## src/rtl/serial_word_receiver.sv

```systemverilog
// Serial-to-parallel frame receiver (optional even parity under PARITY_EN), one bit per sin_valid cycle.
// Latency: q_valid one cycle after last bit; backpressure: a word completing while q is unconsumed is dropped with overrun.
module serial_word_receiver #(
   parameter int N = 4
) (
   input  logic         clk,
   input  logic         rst,
   input  logic         start,
   input  logic         dir,
   input  logic         sin,
   input  logic         sin_valid,
   output logic [N-1:0] q,
   output logic         q_valid,
   input  logic         q_ready,
   output logic         busy,
   output logic         overrun,
   output logic         parity_err
);
   localparam int CW = $clog2(N) + 1;

   typedef enum logic [1:0] {
      IDLE  = 2'd0,
      SHIFT = 2'd1
`ifdef PARITY_EN
      , PAR = 2'd2
`endif
   } state_t;

   state_t        state, state_nxt;
   logic [N-1:0]  sreg, sreg_nxt, shifted, word;
   logic [CW-1:0] cnt, cnt_nxt;
   logic          dir_l, dir_nxt;
   logic          complete;
   logic          perr_calc;

   assign shifted = dir_l ? {sreg[N-2:0], sin} : {sin, sreg[N-1:1]};

   always_comb begin
      state_nxt = state;
      sreg_nxt  = sreg;
      cnt_nxt   = cnt;
      dir_nxt   = dir_l;
      complete  = 1'b0;
      word      = sreg;
      perr_calc = 1'b0;
      if (start) begin
         // start restarts from any state; a bit arriving on that cycle is discarded
         sreg_nxt  = '0;
         cnt_nxt   = '0;
         dir_nxt   = dir;
         state_nxt = SHIFT;
      end else begin
         case (state)
            SHIFT: begin
               if (sin_valid) begin
                  sreg_nxt = shifted;
                  cnt_nxt  = cnt + CW'(1);
                  if (cnt == CW'(N - 1)) begin
`ifdef PARITY_EN
                     state_nxt = PAR;
`else
                     complete  = 1'b1;
                     word      = shifted;
                     state_nxt = IDLE;
`endif
                  end
               end
            end
`ifdef PARITY_EN
            PAR: begin
               if (sin_valid) begin
                  complete  = 1'b1;
                  word      = sreg;
                  perr_calc = ^{sreg, sin};
                  state_nxt = IDLE;
               end
            end
`endif
            default: state_nxt = IDLE;
         endcase
      end
   end

   always_ff @(posedge clk) begin
      if (rst) begin
         state <= IDLE;
         sreg  <= '0;
         cnt   <= '0;
         dir_l <= 1'b0;
      end else begin
         state <= state_nxt;
         sreg  <= sreg_nxt;
         cnt   <= cnt_nxt;
         dir_l <= dir_nxt;
      end
   end

   logic perr_r;

   always_ff @(posedge clk) begin
      if (rst) begin
         q       <= '0;
         q_valid <= 1'b0;
         overrun <= 1'b0;
         perr_r  <= 1'b0;
      end else begin
         overrun <= complete && q_valid && !q_ready;
         if (complete && (!q_valid || q_ready)) begin
            q       <= word;
            q_valid <= 1'b1;
            perr_r  <= perr_calc;
         end else if (!complete && q_valid && q_ready) begin
            q_valid <= 1'b0;
            perr_r  <= 1'b0;
         end
      end
   end

   assign busy = (state != IDLE);

`ifdef PARITY_EN
   assign parity_err = perr_r;
`else
   assign parity_err = 1'b0;
`endif

endmodule

```

## config.mk

```make
export PLATFORM = sky130hd
export DESIGN_NAME = serial_word_receiver
export DESIGN_NICKNAME = d
export VERILOG_FILES = /design/src/rtl/serial_word_receiver.sv
export SDC_FILE = /design/constraint.sdc
export NUM_CORES = 1
export LEC_CHECK = 0
export ABC_CLOCK_PERIOD_IN_PS = 1730
export CAP_MARGIN = 25
export CORE_UTILIZATION = 39
export DETAILED_ROUTE_END_ITERATION = 12
export PLACE_DENSITY = 0.64
export SYNTH_ARGS = -nofsm -noshare
export SYNTH_HDL_FRONTEND = slang
export SYNTH_SLANG_ARGS = --single-unit
```

## constraint.sdc

```tcl
create_clock -name clk -period 1.73 [get_ports clk]
set_input_delay 0.173 -clock clk [delete_from_list [all_inputs] [get_ports clk]]
set_output_delay 0.173 -clock clk [all_outputs]
set_load 0.005 [all_outputs]
```

==> summary.txt <==
Outcome
  – Run status: finished, final reports clean

Logic synthesis
  – Mapped Area: 644 um2
  – Synth warn: 0
  – Share of the synthesized area in the top cell type: 46.6%
  – EDFF count, synth: 0
  – Synthesized flop and latch total: 15
  – Sequential share of the synthesized area: 46.6%
  – Commonest cells post-synth: 15 x dfxtp_1, 9 x nor2_1, 6 x a21oi_1, 6 x mux2i_1, 5 x a211oi_1
  – Post-Syn Nets: 75
  – Avg Inst Size Synth: 9.76 um2
  – Largest cells by area after synthesis: dfxtp_1 47%, mux2i_1 9.3%, a211oi_1 5.8%, nor2_1 5.2%, a21oi_1 4.7%
  – Post-synth ARST share: 0%
  – Most common cell in the netlist: dfxtp_1
  – Yosys top cell by area: dfxtp_1
  – Primary FF master, synth: dfxtp_1
  – Yosys cell types: 22
  – Synthesized instance count: 66

Floorplan
  – Standard-cell row count: 14
  – Die X-Extent: 42.6 um
  – Die area: 1820 um2
  – Io pins: 15
  – Core box area: 1520 um2
  – Initial Util: 42.3%
  – Die Span Y: 42.6 um

STA
  – Fin Setup TNS: 0 ns
  – Clk_skew: 0.000895 ns
  – Final setup violation count: 0
  – RSZ-0062 raised after global routing: false
  – Fmax: 668 MHz
  – Final hold vios: 0
  – Slew Viols, Final: 0
  – Tmin final: 1.50 ns
  – Final worst setup slack: 0.234 ns
  – Final Cycle Share: 86.5%

Clock network
  – # resized after CTS: 0
  – H-tree depth: 1
  – Clock tree root buffer cell: clkbuf_4
  – Sink Count: 15
  – Clock tree buffer depth: 2
  – CTS clock-pin slew for the worst setup and hold paths: 0.08 ns
  – Cts hold-fix bufs: 0
  – Worst-Skew Late Latency: 0.28 ns
  – Num CTS Buffers: 3
  – Setup repair bufs after CTS: 0
  – CTS tree: built

Min path
  – Hold Crit Start: q[2]
  – Hold Path Depth: 2
  – Worst hold path type: flop to flop
  – WHS Endpoint: q[2]

Critical path
  – Reg2Reg Setup Slack: 0.23 ns
  – Worst r2r dst: q[0]
  – Reg2reg start: cnt[0]
  – R2R depth: 5
  – Critical Path AT: 1.71 ns
  – Critical Path Start Type: flop
  – Critical Path Fanout Max: 10
  – Worst Path Required: 1.95 ns
  – WS Path Type: flop to flop
  – Worst Setup End Kind: flop

Route
  – Final Routed Wirelength: 1170 um
  – Antenna viol nets, final: 0
  – First-pass iteration count of the detailed router: 4
  – WL/cell: 12.4 um
  – 1st-iter DRT viols: 5
  – DRC viols: 0
  – Vias: 495
  – Vias/cell: 5.21

Power and ir drop
  – Power Total: 610 uW
  – Peak supply drop: 366 uV
  – Leakage: 0.000291 uW
  – P per Cell Area: 772 nW/um2

Layout
  – P&R area growth vs syn: 22.7%
  – Share of cells above drive strength 1: 6.33%
  – Non-Filler Instances: 95
  – Nets: 89
  – Post-route cell area: 791 um2
  – # diodes: 0

Place
  – Detail Placement HPWL: 839 um
  – GP Congestion: 0.671
  – Dpl cells: 91
  – Port buffer count: 13
  – DP Worst Slack: 0.164 ns
  – Post-DP Area: 764 um2

Global route
  – Grt total ovfl: 0
  – First-pass GRT wire length: 2030 um
  – Largest net degree at the start of global routing: 13
  – Antenna violations before repair: 0
  – Number of global-route vias before repair: 491
  – Global Route Usage Sum: 15.2%

Job
  – # Max-Cap Violations: 0
==> cell families (layout without fill, tap and decap cells) <==
family | Yosys count | in the layout | share of synthesized area (%)
XOR/XNOR | 1 | 1 | 1.36
other | 1 | 1 | 0.582
flip-flops | 15 | 15 | 46.6
adder cells (fa/ha/maj) | 2 | 2 | 3.88
AND/OR/NAND/NOR | 20 | 20 | 18.3
multiplexers | 6 | 6 | 9.32
AO/OA/AOI/OAI | 15 | 15 | 13.6
buffers and inverters | 6 | 19 | 6.41
==> cells in the final DEF (no fill, tap or decap), types with 2 or more instances in the layout <==
cell type	synthesis	layout
clkbuf_4	0	3
o21ai_1	3	3
a211oi_1	5	5
ha_1	2	2
clkdlybuf4s50_1	0	13
mux2i_1	6	6
dfxtp_1	15	15
a21oi_1	6	6
or3_1	4	4
nor2_1	9	9
==> metrics by stage <==
stage,hold WS (ns),util (%)
2_1_floorplan,0.290,-
3_3_place_gp,0.470,50.2
3_5_place_dp,0.472,50.2
4_1_cts,0.490,51.9
5_1_grt,0.502,51.9
6_report,0.492,51.9
==> layout make-up <==
| type | count | area [um2] |
|---|---|---|
| tap | 16 | 20.0 |
| timing repair buffer | 14 | 138 |
| fill | 157 | 733 |
| clock buffer | 4 | 26.3 |
| sequential | 15 | 300 |
| inverter | 1 | 3.75 |
| multi-input combinational | 45 | 303 |
==> critical path: stages, from the launching register on <==
cell and delay, ns:
dfxtp_1 0.35, ha_1 0.15, ha_1 0.21, nand4b_4 0.19
or3_1 0.40, a21oi_1 0.13
==> sequential cells by signal (all words and copies together), names as in the netlist <==
name	flops
dir_l	1
cnt	3
sreg	4
state	1
q	4
overrun	1
q_valid	1
==> worst max path at each step <==
stage                   end  cells after the start      start
floorplan              q[2]                      5     cnt[0]
global placement       q[2]                      4      start
detailed placement  sreg[2]                      4  sin_valid
CTS                    q[0]                      5     cnt[0]
global route           q[0]                      5     cnt[0]
finish                 q[0]                      5     cnt[0]
==> layer usage <==
layer	up-vias	routed length (um)	global-route usage (%)
li1	253	-	-
met1	225	560	17.3
met2	15	539	23.9
met3	2	62	6.90
met4	0	12	7.50
met5	-	0	0
==> report_power, final <==
part / internal (uW) / leakage, uW / switching (uW) / total (uW)
combinational: 29.5 / 0.000154 / 22.9 / 52.5
sequential: 352 / 0.000122 / 7.25 / 359
clock: 89.6 / 0.0000150 / 109 / 198
total: 471 / 0.000291 / 139 / 610
(Power assumes the default switching activity.)
==> patch (same flow settings) <==
Register the output `overrun` once more, without a reset; this adds one clock of latency there. The other outputs are not delayed to match. Comments in the files are not updated.
--- a/src/rtl/serial_word_receiver.sv
+++ b/src/rtl/serial_word_receiver.sv
@@ -25,6 +25,8 @@
       , PAR = 2'd2
 `endif
    } state_t;
+
+   logic overrun_s0;
 
    state_t        state, state_nxt;
    logic [N-1:0]  sreg, sreg_nxt, shifted, word;
@@ -101,10 +103,10 @@
       if (rst) begin
          q       <= '0;
          q_valid <= 1'b0;
-         overrun <= 1'b0;
+         overrun_s0 <= 1'b0;
          perr_r  <= 1'b0;
       end else begin
-         overrun <= complete && q_valid && !q_ready;
+         overrun_s0 <= complete && q_valid && !q_ready;
          if (complete && (!q_valid || q_ready)) begin
             q       <= word;
             q_valid <= 1'b1;
@@ -124,5 +126,9 @@
    assign parity_err = 1'b0;
 `endif
 
+   always_ff @(posedge clk) begin
+      overrun <= overrun_s0;
+   end
+
 endmodule
 
Function: no difference found for any inputs over 10 cycles, from zero or initial values and one cycle with rst high; that may be too few to reach the edited logic, so the function may still have changed.
==> patch against the original RTL <==
- count of clock-buffer cells in the layout unchanged
- hold slack got worse by 0.16 ns
- design area increased by 4.7%
- highest routed layer unchanged
- global-route usage decreased by 0.65 points
- critical path depth unchanged
- wire length decreased by 5.4%
- sequential share of layout area increased by 0.70 points
- total power increased by 12%
- area after synthesis increased by 3.1%
- worst setup slack improved by 0.0096 ns
- die area increased by 3.0%
- largest cell class is now registers
- sequential cell count increased by 1
==> patch: results (changes against the original RTL) <==
Run status
  – Status: finished clean (unchanged)

Synthesis
  – Register area share after synthesis: 48.2% (was 46.6%)
  – Post-synth top cells: dfxtp_1 (16), nor2_1 (9), a21oi_1 (6), mux2i_1 (6), a211oi_1 (5) (was dfxtp_1 (15), nor2_1 (9), a21oi_1 (6), mux2i_1 (6), a211oi_1 (5))
  – Synth top area cells: dfxtp_1 (48%), mux2i_1 (9.0%), a211oi_1 (5.6%) (was dfxtp_1 (47%), mux2i_1 (9.3%), a211oi_1 (5.8%))
  – Avg Cell Area, Syn: 9.92 um2 (was 9.76 um2)
  – Syn nets: 76 (was 75)

GRT
  – GRT Util Overall: 14.6% (was 15.2%)
  – First-pass GRT wire length: 1.97 mm (was 2.03 mm)
  – Vias in the first global route: 486 (was 491)

Timing
  – Max Clock Skew: 0.000722 ns (was 0.000895 ns)
  – Hold_ws: 0.334 ns (was 0.492 ns)

Hold path
  – Hold depth: 0 (was 2)
  – Hold EP: overrun$_DFF_P_ (was q[2]$_SDFFE_PP0P_)
  – Worst Hold Launch: overrun_s0$_SDFF_PP0_ (was q[2]$_SDFFE_PP0P_)

Placement
  – Port Buf Inserts: 13 (unchanged)
  – DP HPWL: 830 um (was 839 um)
  – Final Wtd Congestion: 0.720 (was 0.671)
  – Placed insts: 93 (was 91)
  – DP Worst Slack: 0.188 ns (was 0.164 ns)
  – Post-DP Area: 792 um2 (was 764 um2)

Final layout
  – Fillers: 154 (was 157)
  – Final Net Count: 91 (was 89)
  – Ratio of cells with drive above 1 in the final layout: 8.64% (was 6.33%)
  – Design area: 828 um2 (was 791 um2)

Drt
  – Drt first pass iters: 2 (was 4)
  – DR vias: 501 (was 495)
  – Wire per inst: 11.5 um (was 12.4 um)
  – Detailed Route WL: 1.11 mm (was 1.17 mm)

Setup path
  – Largest stage delay on the critical path: 0.38 ns (was 0.40 ns)
  – R2r endpoint: q[3]$_SDFFE_PP0P_ (was q[0]$_SDFFE_PP0P_)

Pwr
  – Leak pwr: 0.310 nW (was 0.291 nW)
  – Clock-net power: 244 uW (was 198 uW)
  – Pwr Total: 681 uW (was 610 uW)
  – VDD IR max: 0.578 mV (was 0.366 mV)
  – Internal: 534 uW (was 471 uW)
  – Combinational power share: 7.9% (was 8.6%)

Clock tree
  – Num CTS Buffers: 3 (unchanged)
==> patch: cell count changes in the layout (fill, tap and decap cells not counted) <==
| cell | before | now |
|---|---|---|
| buf_4 | 1 | 2 |
| clkbuf_1 | 1 | 0 |
| clkbuf_8 | 0 | 1 |
| dfxtp_1 | 15 | 16 |
==> patch: worst max path at each step <==
stage | startpoint | end | slack (ns) | depth (start not counted)
finish | cnt[0]$_SDFFE_PP0P_ | q[3]$_SDFFE_PP0P_ | 0.24 | 5
global route | cnt[0]$_SDFFE_PP0P_ | q[3]$_SDFFE_PP0P_ | 0.13 | 5
CTS | cnt[0]$_SDFFE_PP0P_ | q[3]$_SDFFE_PP0P_ | 0.23 | 5
detailed placement | sin_valid | cnt[1]$_SDFFE_PP0P_ | 0.19 | 4
global placement | sin_valid | sreg[3]$_SDFFE_PP0P_ | 0.21 | 4
floorplan | cnt[0]$_SDFFE_PP0P_ | q[2]$_SDFFE_PP0P_ | 0.39 | 5
==> patch: per-layer routing <==
metal,vias up,GRT usage (%),routed length [um]
met5,-,0,0
met4,0,5.45,10
met3,2,6.38,63
met2,12,23.9,522
met1,225,16.6,514
li1,262,-,-
==> patch: kinds of logic after synthesis <==
| group | after synthesis | share of synthesized area [%] |
|---|---|---|
| AO/OA/AOI/OAI | 15 | 13.2 |
| XOR/XNOR | 1 | 1.32 |
| adder cells (fa/ha/maj) | 2 | 3.77 |
| buffers and inverters | 6 | 6.21 |
| flip-flops | 16 | 48.2 |
| multiplexers | 6 | 9.04 |
| other | 1 | 0.564 |
| AND/OR/NAND/NOR | 20 | 17.7 |
==> patch: layout make-up <==
class	instances	share of cell area, %
Inverter	1	0.453
Tap cell	16	2.42
Multi-Input combinational cell	45	36.6
Timing Repair Buffer	15	17.5
Clock buffer	4	4.38
Sequential cell	16	38.7
